**src/rtl/fft_bfly_r2.sv**
```systemverilog
// Radix-2 DIT butterfly: y0 = a + w*b, y1 = a - w*b, twiddle read from an external 1-cycle cos/sin ROM.
// Optional macro BFLY_SCALE_EN: halve each output (round-half-up) instead of saturating.
module fft_bfly_r2 #(
  parameter int W     = 32'd16,
  parameter int TW_W  = 32'd16,
  parameter int LOG2N = 32'd7
) (
  input  logic                   clk,
  input  logic                   rst,
  input  logic                   in_valid,
  output logic                   in_ready,
  input  logic signed [W-1:0]    ar,
  input  logic signed [W-1:0]    ai,
  input  logic signed [W-1:0]    br,
  input  logic signed [W-1:0]    bi,
  input  logic [LOG2N-2:0]       k,
  input  logic                   inv,
  output logic [LOG2N-2:0]       tw_addr,
  input  logic signed [TW_W-1:0] tw_cos,
  input  logic signed [TW_W-1:0] tw_sin,
  output logic                   out_valid,
  input  logic                   out_ready,
  output logic signed [W-1:0]    y0r,
  output logic signed [W-1:0]    y0i,
  output logic signed [W-1:0]    y1r,
  output logic signed [W-1:0]    y1i,
  output logic                   ovf
);

  localparam int PW  = W + TW_W + 1;  // product of W-bit data and (TW_W+1)-bit twiddle
  localparam int SW  = PW + 1;        // sum/difference of two products
  localparam int TRW = W + 2;         // rotated term after rescale
  localparam int AW  = W + 3;         // butterfly sum before reduction

  localparam logic signed [SW-1:0] RND =
    {{(SW-TW_W+1){1'b0}}, 1'b1, {(TW_W-2){1'b0}}};

  typedef enum logic [2:0] {
    IDLE  = 3'd0,
    TWAIT = 3'd1,
    MUL1  = 3'd2,
    MUL2  = 3'd3,
    SUM   = 3'd4,
    ADD   = 3'd5,
    HOLD  = 3'd6
  } state_t;

  state_t state_r, state_s;

  logic                   in_ready_r, out_valid_r, ovf_r, inv_r, accept_s;
  logic [LOG2N-2:0]       tw_addr_r;
  logic signed [W-1:0]    ar_r, ai_r, br_r, bi_r;
  logic signed [TW_W:0]   wr_r, wi_r, wr_s, wi_s;
  logic signed [PW-1:0]   p1_r, p2_r, p3_r, p4_r;
  logic signed [TRW-1:0]  tr_r, ti_r, tr_s, ti_s;
  logic signed [AW-1:0]   s0r_s, s0i_s, s1r_s, s1i_s;
  logic signed [W-1:0]    y0r_r, y0i_r, y1r_r, y1i_r;
  logic signed [W-1:0]    y0r_s, y0i_s, y1r_s, y1i_s;
  logic                   clip_s;

  function automatic logic signed [PW-1:0] cmul(input logic signed [W-1:0]  x,
                                                input logic signed [TW_W:0] c);
    cmul = PW'(x) * PW'(c);
  endfunction

`ifdef BFLY_SCALE_EN
  localparam logic signed [AW-1:0] ONE_A = {{(AW-1){1'b0}}, 1'b1};

  function automatic logic signed [W-1:0] reduce_w(input logic signed [AW-1:0] s);
    reduce_w = W'((s + ONE_A) >>> 1);
  endfunction
`else
  localparam logic signed [AW-1:0] SMAX = {4'b0000, {(W-1){1'b1}}};
  localparam logic signed [AW-1:0] SMIN = {4'b1111, {(W-1){1'b0}}};

  function automatic logic signed [W-1:0] reduce_w(input logic signed [AW-1:0] s);
    if (s > SMAX) begin
      reduce_w = W'(SMAX);
    end else if (s < SMIN) begin
      reduce_w = W'(SMIN);
    end else begin
      reduce_w = W'(s);
    end
  endfunction

  function automatic logic clip_w(input logic signed [AW-1:0] s);
    clip_w = (s > SMAX) || (s < SMIN);
  endfunction
`endif

  // State register
  always_ff @(posedge clk) begin
    if (rst) begin
      state_r <= IDLE;
    end else begin
      state_r <= state_s;
    end
  end

  // Next-state logic and accept strobe
  always_comb begin
    state_s  = state_r;
    accept_s = 1'b0;
    case (state_r)
      IDLE: begin
        if (in_valid && in_ready_r) begin
          accept_s = 1'b1;
          state_s  = TWAIT;
        end else begin
          state_s  = IDLE;
        end
      end
      TWAIT: state_s = MUL1;
      MUL1:  state_s = MUL2;
      MUL2:  state_s = SUM;
      SUM:   state_s = ADD;
      ADD:   state_s = HOLD;
      HOLD: begin
        if (out_ready) begin
          state_s = IDLE;
        end else begin
          state_s = HOLD;
        end
      end
      default: state_s = IDLE;
    endcase
  end

  // Twiddle as seen by the multipliers; inverse mode conjugates (sign flip of the sine term)
  always_comb begin
    wr_s = (TW_W+1)'(tw_cos);
    if (inv_r) begin
      wi_s = (TW_W+1)'(tw_sin);
    end else begin
      wi_s = -((TW_W+1)'(tw_sin));
    end
  end

  // Rescale of the rotated term and the butterfly sums
  always_comb begin
    tr_s  = TRW'((SW'(p1_r) - SW'(p2_r) + RND) >>> (TW_W-1));
    ti_s  = TRW'((SW'(p3_r) + SW'(p4_r) + RND) >>> (TW_W-1));
    s0r_s = AW'(ar_r) + AW'(tr_r);
    s0i_s = AW'(ai_r) + AW'(ti_r);
    s1r_s = AW'(ar_r) - AW'(tr_r);
    s1i_s = AW'(ai_r) - AW'(ti_r);
  end

  // Output reduction to W bits
  always_comb begin
    y0r_s  = reduce_w(s0r_s);
    y0i_s  = reduce_w(s0i_s);
    y1r_s  = reduce_w(s1r_s);
    y1i_s  = reduce_w(s1i_s);
`ifdef BFLY_SCALE_EN
    clip_s = 1'b0;
`else
    clip_s = clip_w(s0r_s) | clip_w(s0i_s) | clip_w(s1r_s) | clip_w(s1i_s);
`endif
  end

  // Handshake flags and ROM address
  always_ff @(posedge clk) begin
    if (rst) begin
      in_ready_r  <= 1'b0;
      out_valid_r <= 1'b0;
      tw_addr_r   <= '0;
    end else begin
      case (state_r)
        IDLE: begin
          if (accept_s) begin
            in_ready_r <= 1'b0;
            tw_addr_r  <= k;
          end else begin
            in_ready_r <= 1'b1;
          end
        end
        ADD: out_valid_r <= 1'b1;
        HOLD: begin
          if (out_ready) begin
            out_valid_r <= 1'b0;
            in_ready_r  <= 1'b1;
          end
        end
        default: begin
          in_ready_r <= 1'b0;
        end
      endcase
    end
  end

  // Datapath pipeline: operands, products, rotated term, results, sticky overflow
  always_ff @(posedge clk) begin
    if (rst) begin
      ar_r  <= '0;
      ai_r  <= '0;
      br_r  <= '0;
      bi_r  <= '0;
      inv_r <= 1'b0;
      wr_r  <= '0;
      wi_r  <= '0;
      p1_r  <= '0;
      p2_r  <= '0;
      p3_r  <= '0;
      p4_r  <= '0;
      tr_r  <= '0;
      ti_r  <= '0;
      y0r_r <= '0;
      y0i_r <= '0;
      y1r_r <= '0;
      y1i_r <= '0;
      ovf_r <= 1'b0;
    end else begin
      case (state_r)
        IDLE: begin
          if (accept_s) begin
            ar_r  <= ar;
            ai_r  <= ai;
            br_r  <= br;
            bi_r  <= bi;
            inv_r <= inv;
          end
        end
        MUL1: begin
          wr_r <= wr_s;
          wi_r <= wi_s;
          p1_r <= cmul(br_r, wr_s);
          p2_r <= cmul(bi_r, wi_s);
        end
        MUL2: begin
          p3_r <= cmul(br_r, wi_r);
          p4_r <= cmul(bi_r, wr_r);
        end
        SUM: begin
          tr_r <= tr_s;
          ti_r <= ti_s;
        end
        ADD: begin
          y0r_r <= y0r_s;
          y0i_r <= y0i_s;
          y1r_r <= y1r_s;
          y1i_r <= y1i_s;
          ovf_r <= ovf_r | clip_s;
        end
        default: begin
          ovf_r <= ovf_r;
        end
      endcase
    end
  end

  assign in_ready  = in_ready_r;
  assign out_valid = out_valid_r;
  assign tw_addr   = tw_addr_r;
  assign y0r       = y0r_r;
  assign y0i       = y0i_r;
  assign y1r       = y1r_r;
  assign y1i       = y1i_r;
  assign ovf       = ovf_r;

endmodule

```
**config.mk**
```make
export PLATFORM = sky130hd
export DESIGN_NAME = fft_bfly_r2
export DESIGN_NICKNAME = d
export VERILOG_FILES = /design/src/rtl/fft_bfly_r2.sv
export SDC_FILE = /design/constraint.sdc
export NUM_CORES = 2
export LEC_CHECK = 0
export CORE_UTILIZATION = 50
export DETAILED_ROUTE_END_ITERATION = 7
export DONT_BUFFER_PORTS = 1
export PLACE_DENSITY = 0.62
export SLEW_MARGIN = 15
export SYNTH_ARGS = -nofsm -noshare
export SYNTH_HDL_FRONTEND = slang
export SYNTH_SLANG_ARGS = --single-unit
```
**constraint.sdc**
```tcl
create_clock -name clk -period 17.3 [get_ports clk]
set_clock_uncertainty 0.2 [all_clocks]
set_input_delay 4.325 -clock clk [delete_from_list [all_inputs] [get_ports clk]]
set_output_delay 4.325 -clock clk [all_outputs]
set_load 0.02 [all_outputs]
```
==> key figures <==
Logic synthesis
  • Async set-or-reset flop fraction in the synthesized netlist: 0
  • Number of synthesized flops with an enable pin: 0
  • Post-Syn Nets: 8580
  • Seq/Total Area, Yosys: 0.116
  • Post-Synthesis Cells: roughly 6900
  • Unique masters post-synth: 82
  • Register bit total from synthesis: between 300 and 400
  • Top_reg_cell synth: dfxtp_1
  • Synth warn: 0
  • Synthesized area per cell: around 8.6 um^2
  • Netlist Area Pre-Place: 0.0588 mm^2

STA
  • Final period utilization: 0.685
  • Worst relative slew slack: 0.290
  • RSZ-0062 raised after global routing: no
  • Hold_ws: 0.249 ns
  • Final hold vios: 0
  • TNS Setup: 0 ns
  • Count of final setup violators: 0
  • Final max-slew violation count: 0
  • Max Freq: 84.4 MHz
  • Least-Margin Pin Slew: 1.06 ns
  • Final min period: about 12 ns

Floorplanning
  • Die X: between 300 and 400 um
  • Initial core utilization: 0.505
  • Total core area: 0.116 mm^2
  • Die height: between 300 and 400 um
  • Row count: 125
  • Die ar.: around 0.12 mm^2
  • I/O pin count: 180

Worst setup path
  • Critical path fanouts, max: 17
  • Crit path DAT: 12.19 ns
  • Required time worst endpoint: 17.64 ns
  • Crit. End Element: flip-flop
  • Reg2reg setup slack: 9.61 ns
  • Startpoint types: input port
  • Critical path launch point: tw_sin[5]
  • FF-to-FF Start: inv_r
  • Worst setup path class: in2reg
  • R2R depth: 26

Clocking
  • Clock slew at reported path FFs: roughly 0.070 ns
  • Max clock buf depth: 3
  • Number of CTS-inserted buffers: between 40 and 50
  • CTS tree: yes
  • Clk_lat worst skew: 0.66 ns
  • H-tree depth: 2
  • Setup Buffers After CTS: 0
  • Clock sink total: 340
  • CTS root buf: clkbuf_16
  • Post-CTS sizing: 0
  • Hold-fix buffers, CTS: 0

Finish
  • Fillers: around 11000
  • Area growth, synth to finish: 4.69%
  • Share of cells above drive strength 1: 0.0299
  • Register area: about 0.007 mm^2
  • Final nets: 8374
  • Most frequent cells in the layout: inv_1 (1327), fa_1 (1081), nand2_1 (1068), ha_1 (526), and2_1 (430)
  • N_diodes: 0
  • Multi-input logic area: roughly 0.046 mm^2
  • Commonest non-fill, non-tap cell in the layout: inv_1
  • Fin util: 0.529

Routing
  • WL/cell: 19.0 um
  • Routed Antenna Nets: 0
  • Routed wire length: 156000 um
  • Vias per inst: approximately 5.4
  • Iteration-0 DRC Markers: roughly 2300
  • Via count: 44400
  • Detailed-router iteration count before antenna repair: 5
  • Post-route DRC: 0

Global route
  • First-pass GRT wire length: 254000 um
  • Pin count of the biggest net entering global routing: 288
  • Vias in the first global route: roughly 47000
  • Antenna violations before repair: 4
  • Aggregate global routing overflow: 0
  • Total GRT Usage: 0.272

Power
  • Leakage Power: 28.0 nW
  • Power per cell area: 64.9 mW/mm^2
  • Overall power: 0.00400 W
  • Peak supply drop: 0.0884 mV

Min path
  • Min-delay src: bi_r[14]
  • Worst hold path type: reg2reg
  • WHS Path Cells: 2

Status
  • Status: finished clean

Place
  • RePlAce Congestion: 0.903
  • IO Port Bufs: 0
  • Hpwl dp: 122000 um

Flow run
  • Max Cap Viol: 0
==> critical path: stages <==
cell and delay (ns):
or4_1 0.58, nor4_1 0.59, a21oi_1 0.18, xor2_1 0.18, buf_4 0.29, nand2_1 0.12
fa_1 0.51, fa_1 0.54, inv_1 0.05, fa_1 0.49, inv_1 0.05, fa_1 0.53
inv_1 0.05, fa_1 0.47, inv_1 0.05, fa_1 0.47, inv_1 0.04, ha_1 0.36
and3_1 0.22, nand2_1 0.07, o31ai_1 0.44, a31oi_1 0.28, o311a_1 0.44, o31ai_1 0.41
a21o_1 0.20, o41ai_1 0.07, a41oi_1 0.17
==> area by class of cell <==
class | count | area share
repair buffers | 73 | 0.00890
inverters | 1330 | 0.0811
clock buffers | 59 | 0.0205
flip-flops and latches | 340 | 0.111
clock inverters | 22 | 0.00415
multi-input cells | 4870 | 0.744
well taps | 1524 | 0.0310
==> routing by layer <==
layer  vias up  share of wire  GRT usage
met5         -        0.00019          0
met2      1182           0.47      0.460
met3       258          0.062     0.0400
met1     22200           0.43      0.361
met4         4          0.032     0.0817
li1      20700              -          -
==> Yosys cell counts, types with 8 or more instances <==
cell      instances  share of area
a21oi_2          10         0.0015
nand2b_1         70         0.0074
o31a_1            8         0.0012
nor3_1           72         0.0061
nand2_1        1068          0.068
o21a_1           35         0.0045
inv_1          1328          0.085
a211oi_1         26         0.0033
nor4_1           16         0.0017
o21bai_1         24         0.0031
nand2_2           9        0.00096
clkbuf_1        304          0.019
fa_1           1081           0.37
o31ai_1          19         0.0024
a21oi_1         424          0.036
nor2b_1          21         0.0022
or4_1            11         0.0014
dfxtp_1         340           0.12
buf_2            10        0.00085
ha_1            526           0.11
nand3_1          43         0.0037
xor2_1           72          0.011
nand4_1          22         0.0023
and2_1          431          0.046
nor2_1          246          0.016
and3_1           32         0.0034
a211o_1          13         0.0019
o211ai_1         14         0.0018
or3_1            23         0.0024
a31oi_1          33         0.0035
buf_1            11        0.00070
a21o_1           94          0.012
o22ai_1          13         0.0014
xnor2_1         143          0.021
o21ai_1          21         0.0018
o21ai_0         125          0.011
==> worst paths after layout <==
path,endpoint
max,p2_r[32]
min,bi_r[14]
max reg2reg,p2_r[32]
min reg2reg,bi_r[14]
==> power breakdown <==
group | total, W | internal [W] | switching [W]
clock | 0.000976 | 0.000551 | 0.000424
sequential | 0.000878 | 0.000821 | 0.0000567
combinational | 0.00214 | 0.000812 | 0.00133
==> metrics by stage <==
step,instance area (um^2),instances,setup WS (ns)
global route,61500,8218,4.92
CTS,61500,8218,5.52
floorplan,58800,6866,5.46
finish,61500,8218,5.45
global placement,60000,8137,4.94
detailed placement,60000,8137,4.87
==> state kept, by name, indices dropped and copies added, names as in the netlist, 17 cells and up <==
name  flops
p2_r     33
p3_r     33
p1_r     32
p4_r     32
ti_r     18
tr_r     18
wi_r     17
==> kinds of logic after synthesis <==
group / after synthesis / synth area share
adders and majority gates: 1607 / 0.480
and+or+nand+nor: 2100 / 0.166
DFF: 340 / 0.116
muxes: 6 / 0.00104
AOI/OAI and AO/OA: 942 / 0.0986
buffers and inverters: 1656 / 0.106
xor gates and xnor gates: 215 / 0.0320
(Power assumes the default switching activity.)
